==> config.mk <==
export PLATFORM = sky130hd
export DESIGN_NAME = varre_triangulo
export DESIGN_NICKNAME = d
export VERILOG_FILES = /design/src/rtl/varre_triangulo.sv
export SDC_FILE = /design/constraint.sdc
export NUM_CORES = 1
export LEC_CHECK = 0
export BUFFER_PORTS_ARGS = -buffer_cell sky130_fd_sc_hd__buf_2
export CORE_MARGIN = 5
export CORE_UTILIZATION = 35
export DETAILED_ROUTE_END_ITERATION = 8
export SETUP_SLACK_MARGIN = 0.4
export SYNTH_ARGS = -nofsm -noshare
export SYNTH_HDL_FRONTEND = slang
export SYNTH_SLANG_ARGS = --single-unit
==> constraint.sdc <==
create_clock -name clk -period 11 [get_ports clk]
set_input_delay 2.2 -clock clk [delete_from_list [all_inputs] [get_ports clk]]
set_output_delay 2.2 -clock clk [all_outputs]
set_load 0.05 [all_outputs]
==> src/rtl/varre_triangulo.sv <==
// varre_triangulo: latches a triangle, derives its bounding box and rasters
// every integer point of that box, one per clock. The external point test
// (dentroTriang) answers combinationally on `dentro`; hits are counted and the
// total is reported with a one-cycle `done` pulse.
module varre_triangulo #(
  parameter int unsigned W  = 11,
  parameter int unsigned CW = 2 * W + 1
) (
  input  logic                clk,
  input  logic                rst_n,
  input  logic                start,
  input  logic signed [W-1:0] p1x,
  input  logic signed [W-1:0] p1y,
  input  logic signed [W-1:0] p2x,
  input  logic signed [W-1:0] p2y,
  input  logic signed [W-1:0] p3x,
  input  logic signed [W-1:0] p3y,
  output logic signed [W-1:0] ptx,
  output logic signed [W-1:0] pty,
  input  logic                dentro,
  output logic                busy,
  output logic                done,
  output logic [CW-1:0]       count
);

  typedef enum logic [1:0] {
    StIdle,
    StBbox,
    StScan,
    StFim
  } state_e;

  localparam logic signed [W-1:0] One = W'(1);

  state_e state_q, state_d;

  // Latched vertices; only written on the edge that accepts `start`.
  logic signed [W-1:0] v1x_q, v1y_q, v2x_q, v2y_q, v3x_q, v3y_q;
  logic signed [W-1:0] v1x_d, v1y_d, v2x_d, v2y_d, v3x_d, v3y_d;

  // Box limits needed while scanning (ymin only matters at load time).
  logic signed [W-1:0] xmin_q, xmax_q, ymax_q;
  logic signed [W-1:0] xmin_d, xmax_d, ymax_d;

  logic signed [W-1:0] ptx_q, pty_q, ptx_d, pty_d;
  logic [CW-1:0]       acc_q, acc_d;

  logic signed [W-1:0] xmin_c, xmax_c, ymin_c, ymax_c;

  function automatic logic signed [W-1:0] min3(input logic signed [W-1:0] a,
                                               input logic signed [W-1:0] b,
                                               input logic signed [W-1:0] c);
    logic signed [W-1:0] m;
    m = (a < b) ? a : b;
    return (c < m) ? c : m;
  endfunction

  function automatic logic signed [W-1:0] max3(input logic signed [W-1:0] a,
                                               input logic signed [W-1:0] b,
                                               input logic signed [W-1:0] c);
    logic signed [W-1:0] m;
    m = (a > b) ? a : b;
    return (c > m) ? c : m;
  endfunction

  // Bounding box of the latched vertices, signed compares.
  always_comb begin
    xmin_c = min3(v1x_q, v2x_q, v3x_q);
    xmax_c = max3(v1x_q, v2x_q, v3x_q);
    ymin_c = min3(v1y_q, v2y_q, v3y_q);
    ymax_c = max3(v1y_q, v2y_q, v3y_q);
  end

  // Next-state logic: FSM, vertex latch, box load, raster walk and hit count.
  always_comb begin
    state_d = state_q;
    v1x_d   = v1x_q;
    v1y_d   = v1y_q;
    v2x_d   = v2x_q;
    v2y_d   = v2y_q;
    v3x_d   = v3x_q;
    v3y_d   = v3y_q;
    xmin_d  = xmin_q;
    xmax_d  = xmax_q;
    ymax_d  = ymax_q;
    ptx_d   = ptx_q;
    pty_d   = pty_q;
    acc_d   = acc_q;

    unique case (state_q)
      StIdle: begin
        if (start) begin
          v1x_d   = p1x;
          v1y_d   = p1y;
          v2x_d   = p2x;
          v2y_d   = p2y;
          v3x_d   = p3x;
          v3y_d   = p3y;
          state_d = StBbox;
        end
      end
      StBbox: begin
        xmin_d  = xmin_c;
        xmax_d  = xmax_c;
        ymax_d  = ymax_c;
        ptx_d   = xmin_c;
        pty_d   = ymin_c;
        acc_d   = '0;
        state_d = StScan;
      end
      StScan: begin
        // `dentro` belongs to the point shown this cycle.
        acc_d = acc_q + CW'(dentro);
        if (ptx_q != xmax_q) begin
          ptx_d = ptx_q + One;
        end else if (pty_q != ymax_q) begin
          ptx_d = xmin_q;
          pty_d = pty_q + One;
        end else begin
          // Last point: keep it on the outputs and finish.
          state_d = StFim;
        end
      end
      StFim: begin
        state_d = StIdle;
      end
      default: begin
        state_d = StIdle;
      end
    endcase
  end

  // State registers with synchronous active-low reset.
  always_ff @(posedge clk) begin
    if (!rst_n) begin
      state_q <= StIdle;
      v1x_q   <= '0;
      v1y_q   <= '0;
      v2x_q   <= '0;
      v2y_q   <= '0;
      v3x_q   <= '0;
      v3y_q   <= '0;
      xmin_q  <= '0;
      xmax_q  <= '0;
      ymax_q  <= '0;
      ptx_q   <= '0;
      pty_q   <= '0;
      acc_q   <= '0;
    end else begin
      state_q <= state_d;
      v1x_q   <= v1x_d;
      v1y_q   <= v1y_d;
      v2x_q   <= v2x_d;
      v2y_q   <= v2y_d;
      v3x_q   <= v3x_d;
      v3y_q   <= v3y_d;
      xmin_q  <= xmin_d;
      xmax_q  <= xmax_d;
      ymax_q  <= ymax_d;
      ptx_q   <= ptx_d;
      pty_q   <= pty_d;
      acc_q   <= acc_d;
    end
  end

  // Outputs decoded from registered state; the accumulator doubles as `count`.
  always_comb begin
    ptx   = ptx_q;
    pty   = pty_q;
    busy  = (state_q == StBbox) || (state_q == StScan);
    done  = (state_q == StFim);
    count = acc_q;
  end

endmodule

# Yosys cells after proc, flatten, opt, wreduce, memory -nomap -nowiden
# Cells that the tools add are included.
# W data, S select, Z words.
[op_classes] add_sub_neg=3 n_mux=19 eq_ne=10 n_lt_le_gt_ge=8 reduce_logical=7
[ops] op="$mux W11" n=12
[ops] op="$pmux W23 S2" n=1
[ops] op="$gt A11 B11 Y1" n=4
[ops] op="$lt A11 B11 Y1" n=4
[ops] op="$pmux W11 S2" n=2
[ops] op="$add A23 B1 Y23" n=1
[ops] op="$add A11 B2 Y11 const B" n=2
[ops] op="$ne A11 B11 Y1" n=2
[ops] op="$ne A2 B2 Y1 const B" n=4
[ops] op="$pmux W2 S4" n=1
[ops] op="$mux W2" n=3
[ops] op="$reduce_and A3 Y1" n=2
[ops] op="$eq A2 B2 Y1 const B" n=2
[ops] op="$reduce_and A2 Y1" n=2
[ops] op="$ne A3 B3 Y1 const B" n=1
[ops] op="$eq A2 B1 Y1 const B" n=1
[ops] op="$logic_not A2 Y1" n=1
[ops] op="$reduce_bool A2 Y1" n=1
[ops] op="$logic_or A1 B1 Y1" n=1
[totals] ff_bits=146 output_inout_bits=47 input_bits=70 wordCells=60

# Depth between registers and ports, before layout
[depth] depth_word=5 depth_mapped=22 mapped_depth_nobuf=19

# Least setup slack after synthesis
# Ideal clock, no wire load.
[synth_timing] path_type="reg-to-reg" startpoint="register v2x_q[10]" endpoint="register xmax_q[1]" setup_ns=0.116 t_arrival_ns=4.334 synth_period_minus_slack_ns=4.450 path_stages_with_launch=23 slack_ns=6.550 path_buffers=3 t_required_ns=10.884 path_cell_list="dfxtp_1 inv_1 ha_1 buf_4 and3_1 nand4_1 o21bai_4 nand3_2 xor2_4 o21bai_1 buf_4 mux2i_1 ha_1 nor2b_1 o21a_1 o21a_1 o21bai_1 a21oi_1 nor4b_1 a21oi_1 buf_1 mux2i_1 a31o_2"
[synth_via] elab_chain_len=4
[synth_rtl] element="from (decl)" line_no="38" source="logic signed [W-1:0] v1x_q, v1y_q, v2x_q, v2y_q, v3x_q, v3y_q;"
[synth_rtl] element="from (signal assigned)" line_no="153" source="v2x_q <= v2x_d;"
[synth_rtl] element="$gt A11 B11 Y1" line_no="62" source="m = (a > b) ? a : b;"
[synth_rtl] element="$mux W11 *" line_no="62"
[synth_rtl] element="$gt A11 B11 Y1" line_no="63" source="return (c > m) ? c : m;"
[synth_rtl] element="$mux W11 *" line_no="63"
[synth_rtl] element="to (signal assigned)" line_no="158" source="xmax_q <= xmax_d;"
[synth_rtl] element="to (decl)" line_no="42" source="logic signed [W-1:0] xmin_q, xmax_q, ymax_q;"
# Mark *: on every way between the ends. The rest lies on a longest branch, timed or not.
# A chain may end at the register's enable or synchronous reset.

# Worst setup path after layout
[layout_timing] startpoint="register v2y_q[8]" endpoint="register ymax_q[3]"
[layout_via] elab_chain_len=4
[layout_rtl] element="from (decl)" line_no="38"
[layout_rtl] element="from (signal assigned)" line_no="154" source="v2y_q <= v2y_d;"
[layout_rtl] element="$gt A11 B11 Y1" line_no="62"
[layout_rtl] element="$mux W11 *" line_no="62"
[layout_rtl] element="$gt A11 B11 Y1" line_no="63"
[layout_rtl] element="$mux W11 *" line_no="63"
[layout_rtl] element="to (signal assigned)" line_no="159" source="ymax_q <= ymax_d;"
[layout_rtl] element="to (decl)" line_no="42"
# Marks and branches as above.

==> run summary <==
The run finished with clean final reports. The number of setup buffers added after CTS is 0. The maximum net fanout on the critical path is 22.

The total global routing track utilization is 0.162. Worst min-delay path category: register to register. Setup violations remaining at the end of the flow were counted as 0.

CTS root buffer: sky130_fd_sc_hd__clkbuf_16. Most prevalent standard cell on the critical path: sky130_fd_sc_hd__o21a_1. The leading register cell type out of synthesis is sky130_fd_sc_hd__dfxtp_1.

After synthesis, the largest family of logic cells by area is compound AO/OA/AOI/OAI gates. The finished layout holds 1509 standard cells, fillers aside. The later pin in the worst-skew pair is clocked with a latency of 430 ps. For the worst setup path, the data arrival time is 5550 ps. The run gives 4 as the maximum level of the CTS H-tree. Across all setup checks in the final design, the least slack found is 5770 ps.

The number of gates resized after CTS was 0. The number of max-cap violations was 0. The signal on the critical path passes through inv_1, ha_1, a211oi_1, nor2_1, a2111oi_4, xnor2_2, buf_4, a41oi_2, mux2_2, ha_1, nor2b_1, o21a_1, o21a_1, o21a_1, o21a_1, o21bai_1, a211oi_2, nand4_1, o311ai_1.

The count of distinct cell types in the synthesized netlist came out at 66. The row count was 59. The logs give 0 for the DRC violation count after routing and 0.321 for the portion of the post-synthesis area used by sequential elements. The post-synthesis adder-cell area fraction was 0.100; the sum of internal, switching and leakage power was 3090 uW. The detail route stage leaves a number of antenna-violating nets equal to 0. The post-synthesis register bit count came out at 146.

The master of the slowest instance on the critical path was sky130_fd_sc_hd__a211oi_2. The area added between synthesis and finish came out at 15.5%. The count of yosys warnings during synthesis is 0, and the async set-reset flop share out of synthesis is 0. The period utilization works out to 0.476. Area fraction in and, or, nand and nor cells after synthesis: 0.200. The die span in y was 171 microns. The critical path is of the register to register type.

Before CTS, the worst setup slack after placement is 5860 ps. The clock period could shrink to 5230 ps. 117 I/O pins were placed. For this design, the sink count on the clock tree is 146. The tools report the post-synthesis net count as 1224.

For this design the ratio of total power to cell area is 294 nW/um^2. For the count of endpoints failing hold in the final timing report, the log shows 0. For this run, the top clock speed supported by timing is 0.191 GHz. Counting the buffers created by CTS gives 17. The total overflow left after global routing is 0.

The accumulated negative setup slack was 0 ps; the delay of the slowest critical-path stage was 1050 ps. The number of antenna violations at the first check in global routing is 0. The tools report the number of global-route vias before repair as 7445.

Hold repair after CTS inserted 0 buffers. Once detailed placement completed, the half-perimeter wirelength came to 17.4 mm. The tools report the length of the first detailed-routing pass in iterations as 5. Leaving out fill and tap cells, the most frequent cell in the layout is sky130_fd_sc_hd__nand2_1. The effective utilization at floorplan came out at 0.352. For the number of design-rule violations left by the first detailed-router iteration, the log shows 449. Input and output buffers added on the ports amount to 116. The tools report the endpoint type of the worst setup path as a register. Entering global routing, the biggest net connects 92 pins. The peak supply drop was 0.000126 V; the leakage power was 0.00446 uW. TritonCTS built the clock tree. The buffer levels on the longest clock path is 2. In this run, synthesis inferred 0 flip-flops with an integrated enable. In the layout the commonest cells are 172 x sky130_fd_sc_hd__nand2_1, 146 x sky130_fd_sc_hd__dfxtp_1, 115 x sky130_fd_sc_hd__buf_2, 72 x sky130_fd_sc_hd__ha_1, 69 x sky130_fd_sc_hd__a21boi_0.

In the final routed layout, each cell accounts on average for 15.8 microns. The number of placed instances, taps included, is 1477. At the end of the flow, the number of nets in the layout was 1304. The share of Yosys cell area claimed by the top area cell type works out to 0.321. Data required time at the worst endpoint: 11320 ps. The average cell area after synthesis is 8.42 sq um. Cell taking the most area after synthesis: sky130_fd_sc_hd__dfxtp_1. The area share of xor/xnor cells in the synthesized design is 0.0520.

The global placer's final weighted congestion was 0.857. Worst max-slew margin expressed relative to the limit: 0.148. For the number of cells produced by synthesis, the log shows 1081.

At the pin with the least slew margin, the transition time is 1280 ps. The final route contains 7794 vias. After clock tree synthesis, the clock-pin slew on the worst setup and hold paths is 70 ps. After floorplanning, the core was sized to cover 25800 sq um.

0 antenna diodes ended up in the layout. The share of the synthesized area in compound gates (AO/OA/AOI/OAI) was 0.203; the fraction of layout cells with a size suffix above 1 was 0.175. Multiplexer fraction of the synthesized cell area: 0.0734. In the post-synthesis netlist, the biggest area contributors are sky130_fd_sc_hd__dfxtp_1 32%, sky130_fd_sc_hd__ha_1 10%, sky130_fd_sc_hd__nand2_1 7.1%.

The overall die width came out at 171 microns. In this run the cell area of the synthesized design comes to 9100 sq um. The worst setup path is launched from a register. Floorplan die area: 29300 sq um. Grouping stages by cell kind, the critical path spends the most delay in compound AO/OA/AOI/OAI gates. The first global-routing pass estimated 38.6 mm of wire.

Summed over all layers, the routed wires come to 23.8 mm. The critical path contains buffers and inverters numbering 2 combined. Largest clock skew in the final design: 11.8 ps. Setup repair after global routing left no endpoint under its margin. Max-slew violation count: 0. The run gives 0.407 as the share of the core filled with cells. After detailed routing, the number of vias per cell comes to 5.17.
[synth_stat cells, types with 5 or more instances]
master                       n
sky130_fd_sc_hd__a21boi_0   69
sky130_fd_sc_hd__a31o_2      9
sky130_fd_sc_hd__a211oi_1    6
sky130_fd_sc_hd__clkbuf_1   53
sky130_fd_sc_hd__inv_1      50
sky130_fd_sc_hd__buf_1       5
sky130_fd_sc_hd__nand3_1    19
sky130_fd_sc_hd__ha_1       73
sky130_fd_sc_hd__nand4_1    32
sky130_fd_sc_hd__o211ai_1    7
sky130_fd_sc_hd__and2_1     10
sky130_fd_sc_hd__mux2_2     13
sky130_fd_sc_hd__o21ai_0    40
sky130_fd_sc_hd__o21a_1     10
sky130_fd_sc_hd__o211a_1     8
sky130_fd_sc_hd__a21oi_1    45
sky130_fd_sc_hd__mux2i_1    48
sky130_fd_sc_hd__o311ai_1    6
sky130_fd_sc_hd__nand3b_1   23
sky130_fd_sc_hd__a21o_1      8
sky130_fd_sc_hd__or3_1       7
sky130_fd_sc_hd__nor2_1     56
sky130_fd_sc_hd__xnor2_1    17
sky130_fd_sc_hd__nand2_1   173
sky130_fd_sc_hd__and3b_1    11
sky130_fd_sc_hd__and3_1     13
sky130_fd_sc_hd__xor2_1     32
sky130_fd_sc_hd__o21ai_1     5
sky130_fd_sc_hd__a31oi_1     7
sky130_fd_sc_hd__dfxtp_1   146
sky130_fd_sc_hd__nor2b_1    11
[area by class of cell]
class / count / area (sq um)
clock buffer: 21 / 470
fill: 2656 / 15300
timing repair buffer: 125 / 651
multi-input combinational: 821 / 5740
inverter: 50 / 188
clock inverter: 11 / 128
tap: 335 / 419
sequential: 146 / 2920
[layer usage]
| metal | share of wire | GRT usage | wire [microns] |
|---|---|---|---|
| met5 | 0 | 0 | 0 |
| met4 | 0.020 | 0.0496 | 476 |
| met3 | 0.049 | 0.0347 | 1170 |
| met2 | 0.41 | 0.236 | 9750 |
| met1 | 0.52 | 0.240 | 12400 |
[cells by family (layout without fill, tap and decap cells)]
| family | after synthesis | in the layout |
|---|---|---|
| AO/OA/AOI/OAI | 258 | 258 |
| adder cells (fa/ha/maj) | 73 | 73 |
| flip-flops | 146 | 146 |
| buffers and inverters | 114 | 207 |
| AND/OR/NAND/NOR | 375 | 375 |
| multiplexers | 64 | 64 |
| XOR/XNOR | 51 | 51 |
[registers in the layout, indices dropped and copies added (netlist names)]
name     count
ptx         11
pty         11
ymax_q      11
v3x_q       11
state_q      2
v2y_q       11
xmin_q      11
v1x_q       11
v1y_q       11
xmax_q      11
v3y_q       11
v2x_q       11
count       23
[worst reg2reg max path: cells and delay by family (launching register included)]
kind | cells | cell delay, ps
flip-flops | 1 | 370
multiplexers | 1 | 440
adder cells (fa/ha/maj) | 2 | 470
AO/OA/AOI/OAI | 10 | 3050
AND/OR/NAND/NOR | 3 | 420
XOR/XNOR | 1 | 80
buffers and inverters | 2 | 280
[where the power goes]
part,internal (uW),switching (uW),total (uW),leakage (uW)
Clock,353,245,598,0.000286
Sequential,627,123,750,0.00119
Combinational,679,1060,1740,0.00298
Total,1660,1430,3090,0.00446
[path summary, 6_finish.rpt]
path	start	end	slack [ps]	cells past startpoint
max	v2y_q[8]	ymax_q[3]	5770	19
min	v2y_q[4]	v2y_q[4]	480	2
max reg2reg	v2y_q[8]	ymax_q[3]	5770	19
min reg2reg	v2y_q[4]	v2y_q[4]	480	2
[through the flow]
stage / hold slack [ps] / cell area (sq um)
2_1_floorplan: 452 / 9100
3_3_place_gp: 468 / 9920
3_5_place_dp: 475 / 9920
4_1_cts: 488 / 10500
5_1_grt: 504 / 10500
6_report: 483 / 10500
Power figures use the tool's default switching activity.
